### src/rtl/sram_axi_bridge_pkg.sv
`default_nettype none
// +----------------------------------------------------------------------+
// | sram_axi_bridge_pkg : state encodings, IDs and AXI tie-off constants  |
// | Rev 1.0                                                               |
// +----------------------------------------------------------------------+
package sram_axi_bridge_pkg;

   typedef enum logic [0:0] {
      AR_IDLE = 1'b0,
      AR_SEND = 1'b1
   } ar_state_t;

   typedef enum logic [1:0] {
      W_IDLE = 2'd0,
      W_SEND = 2'd1,
      W_RESP = 2'd2
   } w_state_t;

   localparam logic [3:0] c_id_inst   = 4'd0;
   localparam logic [3:0] c_id_data   = 4'd1;
   localparam logic [3:0] c_axi_len   = 4'd0;
   localparam logic [1:0] c_axi_burst = 2'b01;
   localparam logic [1:0] c_axi_lock  = 2'b00;
   localparam logic [3:0] c_axi_cache = 4'd0;
   localparam logic [2:0] c_axi_prot  = 3'd0;

   // SRAM-like size codes map directly onto AXI size encodings
   function automatic logic [2:0] axi_size(input logic [1:0] sz);
      return {1'b0, sz};
   endfunction

endpackage
`default_nettype wire

### src/rtl/sram_axi_bridge_axi_wr_ctrl.sv
`default_nettype none
// +----------------------------------------------------------------------+
// | axi_wr_ctrl : single-outstanding AXI write with independent AW/W      |
// | Rev 1.0                                                               |
// +----------------------------------------------------------------------+
module axi_wr_ctrl
   import sram_axi_bridge_pkg::*;
(
   input  logic        clk,
   input  logic        resetn,
   input  logic        i_req,
   input  logic [31:0] i_addr,
   input  logic [1:0]  i_size,
   input  logic [3:0]  i_wstrb,
   input  logic [31:0] i_wdata,
   output logic        o_accept,
   output logic        o_idle,
   output logic        o_resp,
   output logic [31:0] o_awaddr,
   output logic [2:0]  o_awsize,
   output logic        o_awvalid,
   input  logic        i_awready,
   output logic [31:0] o_wdata,
   output logic [3:0]  o_wstrb,
   output logic        o_wvalid,
   input  logic        i_wready,
   input  logic        i_bvalid
);

   w_state_t    r_state;
   w_state_t    w_state_nxt;
   logic        r_awvalid;
   logic        r_wvalid;
   logic        w_awvalid_nxt;
   logic        w_wvalid_nxt;
   logic [31:0] r_awaddr;
   logic [2:0]  r_awsize;
   logic [31:0] r_wdata;
   logic [3:0]  r_wstrb;

   always_ff @(posedge clk or negedge resetn) begin
      if (!resetn) begin
         r_state   <= W_IDLE;
         r_awvalid <= 1'b0;
         r_wvalid  <= 1'b0;
         r_awaddr  <= '0;
         r_awsize  <= '0;
         r_wdata   <= '0;
         r_wstrb   <= '0;
      end else begin
         r_state   <= w_state_nxt;
         r_awvalid <= w_awvalid_nxt;
         r_wvalid  <= w_wvalid_nxt;
         if (o_accept) begin
            r_awaddr <= i_addr;
            r_awsize <= axi_size(i_size);
            r_wdata  <= i_wdata;
            r_wstrb  <= i_wstrb;
         end
      end
   end

   always_comb begin
      w_state_nxt   = r_state;
      w_awvalid_nxt = r_awvalid;
      w_wvalid_nxt  = r_wvalid;
      o_accept      = 1'b0;
      o_resp        = 1'b0;
      case (r_state)
         W_IDLE: begin
            if (i_req) begin
               o_accept      = 1'b1;
               w_state_nxt   = W_SEND;
               w_awvalid_nxt = 1'b1;
               w_wvalid_nxt  = 1'b1;
            end
         end
         W_SEND: begin
            // each channel retires on its own handshake, in any order
            w_awvalid_nxt = r_awvalid & ~i_awready;
            w_wvalid_nxt  = r_wvalid & ~i_wready;
            if (!w_awvalid_nxt && !w_wvalid_nxt) begin
               w_state_nxt = W_RESP;
            end
         end
         W_RESP: begin
            if (i_bvalid) begin
               o_resp      = 1'b1;
               w_state_nxt = W_IDLE;
            end
         end
         default: begin
            w_state_nxt   = W_IDLE;
            w_awvalid_nxt = 1'b0;
            w_wvalid_nxt  = 1'b0;
         end
      endcase
   end

   assign o_idle    = (r_state == W_IDLE);
   assign o_awvalid = r_awvalid;
   assign o_wvalid  = r_wvalid;
   assign o_awaddr  = r_awaddr;
   assign o_awsize  = r_awsize;
   assign o_wdata   = r_wdata;
   assign o_wstrb   = r_wstrb;

endmodule
`default_nettype wire

### src/rtl/sram_axi_bridge.sv
`default_nettype none
// +----------------------------------------------------------------------+
// | sram_axi_bridge : inst/data SRAM-like ports onto one AXI3 master      |
// | Rev 1.0                                                               |
// +----------------------------------------------------------------------+
module sram_axi_bridge
   import sram_axi_bridge_pkg::*;
#(
   parameter logic [3:0] ID_INST = c_id_inst,
   parameter logic [3:0] ID_DATA = c_id_data
) (
   input  logic        clk,
   input  logic        resetn,
   input  logic        inst_req,
   input  logic [1:0]  inst_size,
   input  logic [31:0] inst_addr,
   output logic        inst_addr_ok,
   output logic        inst_data_ok,
   output logic [31:0] inst_rdata,
   input  logic        data_req,
   input  logic        data_wr,
   input  logic [1:0]  data_size,
   input  logic [3:0]  data_wstrb,
   input  logic [31:0] data_addr,
   input  logic [31:0] data_wdata,
   output logic        data_addr_ok,
   output logic        data_data_ok,
   output logic [31:0] data_rdata,
   output logic [3:0]  arid,
   output logic [31:0] araddr,
   output logic [3:0]  arlen,
   output logic [2:0]  arsize,
   output logic [1:0]  arburst,
   output logic [1:0]  arlock,
   output logic [3:0]  arcache,
   output logic [2:0]  arprot,
   output logic        arvalid,
   input  logic        arready,
   input  logic [3:0]  rid,
   input  logic [31:0] rdata,
   input  logic        rvalid,
   output logic        rready,
   output logic [3:0]  awid,
   output logic [31:0] awaddr,
   output logic [3:0]  awlen,
   output logic [2:0]  awsize,
   output logic [1:0]  awburst,
   output logic [1:0]  awlock,
   output logic [3:0]  awcache,
   output logic [2:0]  awprot,
   output logic        awvalid,
   input  logic        awready,
   output logic [3:0]  wid,
   output logic [31:0] wdata,
   output logic [3:0]  wstrb,
   output logic        wlast,
   output logic        wvalid,
   input  logic        wready,
   input  logic        bvalid,
   output logic        bready
);

   logic        r_live;
   ar_state_t   r_ar_state;
   ar_state_t   w_ar_state_nxt;
   logic        r_inst_rd_busy;
   logic        r_data_rd_busy;
   logic [31:0] r_araddr;
   logic [2:0]  r_arsize;
   logic [3:0]  r_arid;
   logic        r_ar_is_data;
   logic        w_data_rd_elig;
   logic        w_inst_rd_elig;
   logic        w_data_rd_acc;
   logic        w_inst_acc;
   logic        w_wr_req;
   logic        w_wr_accept;
   logic        w_wr_idle;
   logic        w_wr_resp;
   logic        w_r_inst;
   logic        w_r_data;

   // r_live masks every handshake output while reset is held
   always_ff @(posedge clk or negedge resetn) begin
      if (!resetn) begin
         r_live <= 1'b0;
      end else begin
         r_live <= 1'b1;
      end
   end

   assign w_r_inst = r_live & rvalid & (rid == ID_INST);
   assign w_r_data = r_live & rvalid & (rid == ID_DATA);

   // a data read and a write must never be in flight together
   assign w_wr_req = r_live & data_req & data_wr & ~r_data_rd_busy
                   & ~((r_ar_state == AR_SEND) & r_ar_is_data);
   assign w_data_rd_elig = r_live & data_req & ~data_wr & ~r_data_rd_busy
                         & w_wr_idle & ~w_wr_accept;
   assign w_inst_rd_elig = r_live & inst_req & ~r_inst_rd_busy;

   always_comb begin
      w_ar_state_nxt = r_ar_state;
      w_data_rd_acc  = 1'b0;
      w_inst_acc     = 1'b0;
      case (r_ar_state)
         AR_IDLE: begin
            if (w_data_rd_elig) begin
               w_data_rd_acc  = 1'b1;
               w_ar_state_nxt = AR_SEND;
            end else if (w_inst_rd_elig) begin
               w_inst_acc     = 1'b1;
               w_ar_state_nxt = AR_SEND;
            end
         end
         AR_SEND: begin
            if (arready) begin
               w_ar_state_nxt = AR_IDLE;
            end
         end
         default: w_ar_state_nxt = AR_IDLE;
      endcase
   end

   always_ff @(posedge clk or negedge resetn) begin
      if (!resetn) begin
         r_ar_state   <= AR_IDLE;
         r_araddr     <= '0;
         r_arsize     <= '0;
         r_arid       <= '0;
         r_ar_is_data <= 1'b0;
      end else begin
         r_ar_state <= w_ar_state_nxt;
         if (w_data_rd_acc) begin
            r_araddr     <= data_addr;
            r_arsize     <= axi_size(data_size);
            r_arid       <= ID_DATA;
            r_ar_is_data <= 1'b1;
         end else if (w_inst_acc) begin
            r_araddr     <= inst_addr;
            r_arsize     <= axi_size(inst_size);
            r_arid       <= ID_INST;
            r_ar_is_data <= 1'b0;
         end
      end
   end

   always_ff @(posedge clk or negedge resetn) begin
      if (!resetn) begin
         r_inst_rd_busy <= 1'b0;
         r_data_rd_busy <= 1'b0;
      end else begin
         if (w_inst_acc) begin
            r_inst_rd_busy <= 1'b1;
         end else if (w_r_inst) begin
            r_inst_rd_busy <= 1'b0;
         end
         if (w_data_rd_acc) begin
            r_data_rd_busy <= 1'b1;
         end else if (w_r_data) begin
            r_data_rd_busy <= 1'b0;
         end
      end
   end

   axi_wr_ctrl u_wr_ctrl (
      .clk       (clk),
      .resetn    (resetn),
      .i_req     (w_wr_req),
      .i_addr    (data_addr),
      .i_size    (data_size),
      .i_wstrb   (data_wstrb),
      .i_wdata   (data_wdata),
      .o_accept  (w_wr_accept),
      .o_idle    (w_wr_idle),
      .o_resp    (w_wr_resp),
      .o_awaddr  (awaddr),
      .o_awsize  (awsize),
      .o_awvalid (awvalid),
      .i_awready (awready),
      .o_wdata   (wdata),
      .o_wstrb   (wstrb),
      .o_wvalid  (wvalid),
      .i_wready  (wready),
      .i_bvalid  (bvalid)
   );

   assign inst_addr_ok = w_inst_acc;
   assign data_addr_ok = w_data_rd_acc | w_wr_accept;
   assign inst_data_ok = w_r_inst;
   assign inst_rdata   = rdata;
   assign data_data_ok = w_r_data | w_wr_resp;
   assign data_rdata   = rdata;

   assign arvalid = (r_ar_state == AR_SEND);
   assign arid    = r_arid;
   assign araddr  = r_araddr;
   assign arsize  = r_arsize;
   assign rready  = r_live;
   assign bready  = r_live;

   assign arlen   = c_axi_len;
   assign arburst = c_axi_burst;
   assign arlock  = c_axi_lock;
   assign arcache = c_axi_cache;
   assign arprot  = c_axi_prot;
   assign awid    = ID_DATA;
   assign awlen   = c_axi_len;
   assign awburst = c_axi_burst;
   assign awlock  = c_axi_lock;
   assign awcache = c_axi_cache;
   assign awprot  = c_axi_prot;
   assign wid     = ID_DATA;
   assign wlast   = 1'b1;

endmodule
`default_nettype wire

### config.mk
export PLATFORM = sky130hd
export DESIGN_NAME = sram_axi_bridge
export DESIGN_NICKNAME = d
export VERILOG_FILES = /design/src/rtl/sram_axi_bridge_pkg.sv /design/src/rtl/sram_axi_bridge_axi_wr_ctrl.sv /design/src/rtl/sram_axi_bridge.sv
export SDC_FILE = /design/constraint.sdc
export NUM_CORES = 1
export LEC_CHECK = 0
export BUFFER_PORTS_ARGS = -buffer_cell sky130_fd_sc_hd__clkbuf_2
export CELL_PAD_IN_SITES_DETAIL_PLACEMENT = 1
export CELL_PAD_IN_SITES_GLOBAL_PLACEMENT = 1
export CORE_ASPECT_RATIO = 0.5
export CORE_MARGIN = 4
export CORE_UTILIZATION = 30
export CTS_CLUSTER_DIAMETER = 150
export CTS_CLUSTER_SIZE = 10
export DETAILED_ROUTE_END_ITERATION = 8
export MAX_ROUTING_LAYER = met4
export PLACE_DENSITY_LB_ADDON = 0.1
export SLEW_MARGIN = 20
export SYNTH_ARGS = -nofsm -noshare
export SYNTH_HDL_FRONTEND = slang
export SYNTH_SLANG_ARGS = --single-unit
### constraint.sdc
create_clock -name clk -period 1.8 [get_ports clk]
set_input_delay 0.45 -clock clk [delete_from_list [all_inputs] [get_ports clk]]
set_output_delay 0.45 -clock clk [all_outputs]
set_load 0.005 [all_outputs]
# After elaboration in Yosys (flattened, before gate mapping)
# Index checks and enable logic that the tools add are counted.
dict set report classes {
  n_eq_ne 6
  bitwise 27
  muxes 31
  n_reduce_logical 10
}
# operator count
set op_table {}
lappend op_table {{32-bit two-way mux} 2}
lappend op_table {{1-bit two-way mux} 18}
lappend op_table {{1-bit AND} 16}
lappend op_table {{1-bit NOT} 9}
lappend op_table {{4-bit two-way mux} 2}
lappend op_table {{2-bit two-way mux} 3}
lappend op_table {{3-bit two-way mux} 2}
lappend op_table {{1-bit one-hot mux with 3 select lines} 2}
lappend op_table {{2-bit one-hot mux with 3 select lines} 1}
lappend op_table {{2-bit nonzero test} 3}
lappend op_table {{4-bit by 1-bit == test with 1-bit output, second input constant} 1}
lappend op_table {{4-bit logical NOT} 1}
lappend op_table {{2-bit by 1-bit != test with 1-bit output, second input constant} 2}
lappend op_table {{3-bit AND reduction} 1}
lappend op_table {{2-bit by 1-bit == test with 1-bit output, second input constant} 1}
lappend op_table {{2-bit == test, second input constant} 1}
lappend op_table {{1-bit logical NOT} 2}
lappend op_table {{2-bit logical NOT} 1}
lappend op_table {{2-bit != test, second input constant} 1}
lappend op_table {{1-bit bitwise OR} 2}
lappend op_table {{1-bit one-hot mux with 2 select lines} 1}
lappend op_table {{2-bit AND reduction} 1}
lappend op_table {{1-bit logical AND} 1}
dict set report totals {
  elab_cells 89
  output_inout_bits 222
  input_bits 150
  regBits 118
}

# Depth between registers and ports, before layout
dict set report logic_depth {
  ltp_word 12
  depth_mapped 5
  ltp_nobuf 3
}

# Cells and area by module
# Synthesis repeated with hierarchy kept, for this count alone.
dict set report hier_totals {
  cells_unflattened 417
  area_unflattened_um2 5983.2
}
# module area_each_um2 cells_each n_inst seq_area_each_um2
set by_module_without_submodules {}
lappend by_module_without_submodules {axi_wr_ctrl 3161.8 170 1 1851.8}
lappend by_module_without_submodules {sram_axi_bridge 2821.5 247 1 975.9}

# Least setup slack after synthesis
# No wires, ideal clock.
dict set report synth_path {
  kind {register to output}
  from {register r_ar_state (netlist: arvalid)}
  to {output port inst_addr_ok}
  arrival_ns 1.175
  setup_slack_ns 0.175
  stages_incl_launch_ff 4
  path_cell_list {dfrtp_1 nand4bb_1 a21oi_2 buf_2}
}
dict set report synth_via {
  elab_chain_cells 9
}
# element line_no
set synth_lines {}
lappend synth_lines {{start: declaration} sram_axi_bridge.sv:64} ;# ar_state_t r_ar_state;
lappend synth_lines {{start signal: assignment} sram_axi_bridge.sv:133} ;# r_ar_state <= w_ar_state_nxt;
lappend synth_lines {{1-bit AND} sram_axi_bridge.sv:97} ;# & ~((r_ar_state == AR_SEND) & r_ar_is_data);
lappend synth_lines {{1-bit NOT} sram_axi_bridge.sv:97}
lappend synth_lines {{1-bit AND} sram_axi_bridge.sv:97}
lappend synth_lines {{1-bit two-way mux} sram_axi_bridge_axi_wr_ctrl.sv:71} ;# if (i_req) begin
lappend synth_lines {{1-bit two-way mux} sram_axi_bridge_axi_wr_ctrl.sv:69} ;# case (r_state)
lappend synth_lines {{1-bit NOT} sram_axi_bridge.sv:99} ;# & w_wr_idle & ~w_wr_accept;
lappend synth_lines {{1-bit AND} sram_axi_bridge.sv:99}
lappend synth_lines {{1-bit two-way mux} sram_axi_bridge.sv:108} ;# if (w_data_rd_elig) begin
lappend synth_lines {{1-bit two-way mux *} sram_axi_bridge.sv:106} ;# case (r_ar_state)
lappend synth_lines {{end: declaration} sram_axi_bridge.sv:17} ;# output logic inst_addr_ok,
# Mark *: on every way between the ends. The rest lies on a longest branch, timed or not.

# Worst setup path after layout
dict set report layout_path {
  from {register r_live (netlist: bready)}
  to {output port inst_addr_ok}
}
dict set report layout_via {
  elab_chain_cells 10
}
# element line_no
set layout_lines {}
lappend layout_lines {{start: declaration} sram_axi_bridge.sv:63} ;# logic r_live;
lappend layout_lines {{start signal: assignment} sram_axi_bridge.sv:86} ;# r_live <= 1'b0;
lappend layout_lines {{start signal: assignment} sram_axi_bridge.sv:88} ;# r_live <= 1'b1;
lappend layout_lines {{1-bit AND} {sram_axi_bridge.sv:96, sram_axi_bridge.sv:98}}
lappend layout_lines {{1-bit AND (2 in series)} sram_axi_bridge.sv:96} ;# assign w_wr_req = r_live & data_req & data_wr & ~r_data_rd_busy
lappend layout_lines {{1-bit AND} sram_axi_bridge.sv:97}
lappend layout_lines {{1-bit two-way mux} sram_axi_bridge_axi_wr_ctrl.sv:71}
lappend layout_lines {{1-bit two-way mux} sram_axi_bridge_axi_wr_ctrl.sv:69}
lappend layout_lines {{1-bit NOT} sram_axi_bridge.sv:99}
lappend layout_lines {{1-bit AND} sram_axi_bridge.sv:99}
lappend layout_lines {{1-bit two-way mux *} sram_axi_bridge.sv:108}
lappend layout_lines {{1-bit two-way mux *} sram_axi_bridge.sv:106}
# Marked as above.

==> metrics.txt <==
status complete, but fails checks; failing checks setup timing; Max stage delay on crit path around 0.38 ns; RSZ-0062 raised after global routing true; area leader, netlist dfrtp_1; synthesis warning total 0; Die Ht 103 um; diode count 0; DR iter-0 viols 100; root buf cell clkbuf_16; fillers between 1500 and 2000; Reg-to-Reg End araddr[23]$_DFFE_PN0P_; switching share of power slightly below 30%; worst path required time about 1.4 ns; area share of the largest cell type after synthesis a little over half; synthesized flop and latch total around 110; Hold Slack roughly 0.23 ns; CTS tree built; Initial Utilization between 30% and 40%; Max Clk Rate 522 MHz; Psw roughly 3.5 mW; vias in the first global route slightly above 4000; CP arrival between 1 and 1.5 ns; ys async rst share 100%; critical-path cell list and3b_2 > buf_12 > a21oi_4 > buf_2; placer's final routability congestion estimate slightly above 0.7; antenna violations before repair 0; DR vias/cell about 4.5; Die ar. approximately 20000 um^2; cell internal pwr between 8 and 9 mW; Fin. Hold Viols 0; Nets 760; Mean Syn Cell Area 12.8 um^2; worst hold start arready; CP Class flip-flop to output port; final worst slack -0.116 ns; r2r setup slk about 0.060 ns; via count 3867; r2r startpoint u_wr_ctrl.r_state[0]$_DFFE_PN0P_; P_leak about 3.8 nW; Reg2Reg Depth 7; Seq/Total Area, Yosys between 50% and 60%; Clock Skews around 0.009 ns; Hold Crit Class input port to flip-flop; FP Rows 34; TritonCTS Buffers 17; Synth cell types 33; hold endpoint arvalid$_DFF_PN0_; H-tree levels 4; Clock Power Share between 30% and 40%; DRT Pass-1 Iters 4; Syn Std Cell Area 5370 um^2; Total GRT Usage 17.3%; Power Total roughly 12 mW; most frequent cells in the layout clkbuf_2, dfrtp_1, mux2_2; Longest Clk Path Bufs 2; core area around 17000 um^2; Slew Viols, Final 0; worst vdd ir just under 0.7 mV; EDFF count, synth 0; leading cell type in the layout, fill and taps excluded clkbuf_2; sequential share of power a little over a third; top post-synthesis cells by area dfrtp_1, buf_4, mux2_2; Clk Latency, worst-skew pair around 0.4 ns; Tmin final about 1.9 ns; Chip Width 197 um; critical path's slowest cell dfrtp_1; IO buf count 231; final setup vio count 3; clock sink total ~110; drt drc 0; cells after synthesis 421; largest net degree at the start of global routing 43; P&R area growth vs syn 32.3%; post-DR wirelength/cell 20.1 um; Reg clk slew, reported paths around 0.050 ns; Crit. End Element output port; first-pass GRT wire length around 26 mm; hold depth 2; Comb pwr share 30.6%; Critical Path Source Type flip-flop; HPWL after detailed placement between 10 and 15 mm; total gr overflow 0; Max Cap Viol 0; CP Max Fanout 3; post-route ant nets 0; drt total wl 17.2 mm; layout cells sized above 1 58.4%; io pins 372; Tcrit/Tclk final 106%; Synth Flop Type dfrtp_1; power density cells around 1700 nW/um^2
[metrics by stage]
stage | setup TNS (ns) | util (%) | std cells | instance area (um^2) | worst slack [ns]
final | -0.187 | 40.6 | 857 | 7110 | -0.116
after CTS | -0.417 | 40.6 | 856 | 7100 | -0.174
after detailed placement | -0.788 | 36.1 | 818 | 6310 | -0.0596
after global routing | -0.535 | 40.6 | 857 | 7110 | -0.197
after global placement | 0 | 36.1 | 818 | 6310 | 0.0158
after floorplan | 0 | - | 464 | 5530 | 0.175
[Yosys cell counts (4+ instances only)]
| cell type | instances |
|---|---|
| mux2_2 | 64 |
| clkbuf_1 | 8 |
| buf_4 | 110 |
| a221o_1 | 34 |
| buf_6 | 4 |
| and3_1 | 34 |
| inv_1 | 5 |
| o21ai_0 | 4 |
| dfrtp_1 | 113 |
| buf_2 | 9 |
| mux2_1 | 6 |
[flip-flops by register name, summed over array words and instances (netlist names), 2 cells and up]
name,flops
u_wr_ctrl.o_wdata,32
arsize,2
araddr,32
u_wr_ctrl.o_awaddr,32
u_wr_ctrl.r_state,2
u_wr_ctrl.o_wstrb,4
u_wr_ctrl.o_awsize,2
[worst max path at each step]
| stage | cells after the start | end | start | slack [ns] |
|---|---|---|---|---|
| after global placement | 5 | data_addr_ok | data_req | 0.02 |
| final | 4 | inst_addr_ok | bready$_DFF_PN0_ | -0.12 |
| after floorplan | 3 | inst_addr_ok | arvalid$_DFF_PN0_ | 0.17 |
| after detailed placement | 5 | araddr[23]$_DFFE_PN0P_ | data_wr | -0.06 |
| after global routing | 4 | inst_addr_ok | bready$_DFF_PN0_ | -0.20 |
| after CTS | 4 | inst_addr_ok | bready$_DFF_PN0_ | -0.17 |
[routing by layer]
| layer | GRT usage (%) | vias to the layer above | share of wire [%] |
|---|---|---|---|
| met4 | 3.57 | 0 | 0.69 |
| met1 | 19.0 | 1937 | 37 |
| met2 | 29.4 | 192 | 52 |
| li1 | - | 1723 | - |
| met3 | 7.80 | 15 | 10 |
| met5 | - | - | 0 |
[cells by family after synthesis]
family / count (synthesis) / share of synthesized area, %
flops: 113 / 52.7
simple gates: 53 / 6.52
other cells: 2 / 0.140
mux: 70 / 14.7
buf+inv: 137 / 18.1
compound gates: 46 / 7.95
[power by group through the flow]
stage | sequential, mW | combinational [mW] | clock, mW
global placement | 4.42 | 3.72 | 0
finish | 4.43 | 3.72 | 4.03
CTS | 4.44 | 3.83 | 4.13
detailed placement | 4.45 | 3.79 | 0
global route | 4.59 | 4.10 | 4.26
floorplan | 4.47 | 1.82 | 0
[timing repair]
action                                  in CTS  in global routing
buffers inserted                             5                  2
endpoints found under the setup margin       3                 39
gates resized for setup                      7                  3
endpoints found under the hold margin       20                  0
pin swaps                                    5                  2
hold buffers                                 1                  0
[worst max-delay path, delay by kind of cell (launching register included)]
kind	cells	cell delay, ns
compound gates	1	0.14
flops	1	0.38
simple gates	1	0.27
buf+inv	2	0.28
[final cells by class]
cell class	instances	area [um^2]	area share, %
clock buffer	23	508	7.15
clock inverter	9	198	2.78
inverter	5	18.8	0.264
multi-input combinational	214	1770	24.9
sequential	113	2830	39.8
tap	234	293	4.12
timing repair buffer	259	1490	20.9
Note: power is estimated with default switching activity, not from simulation.
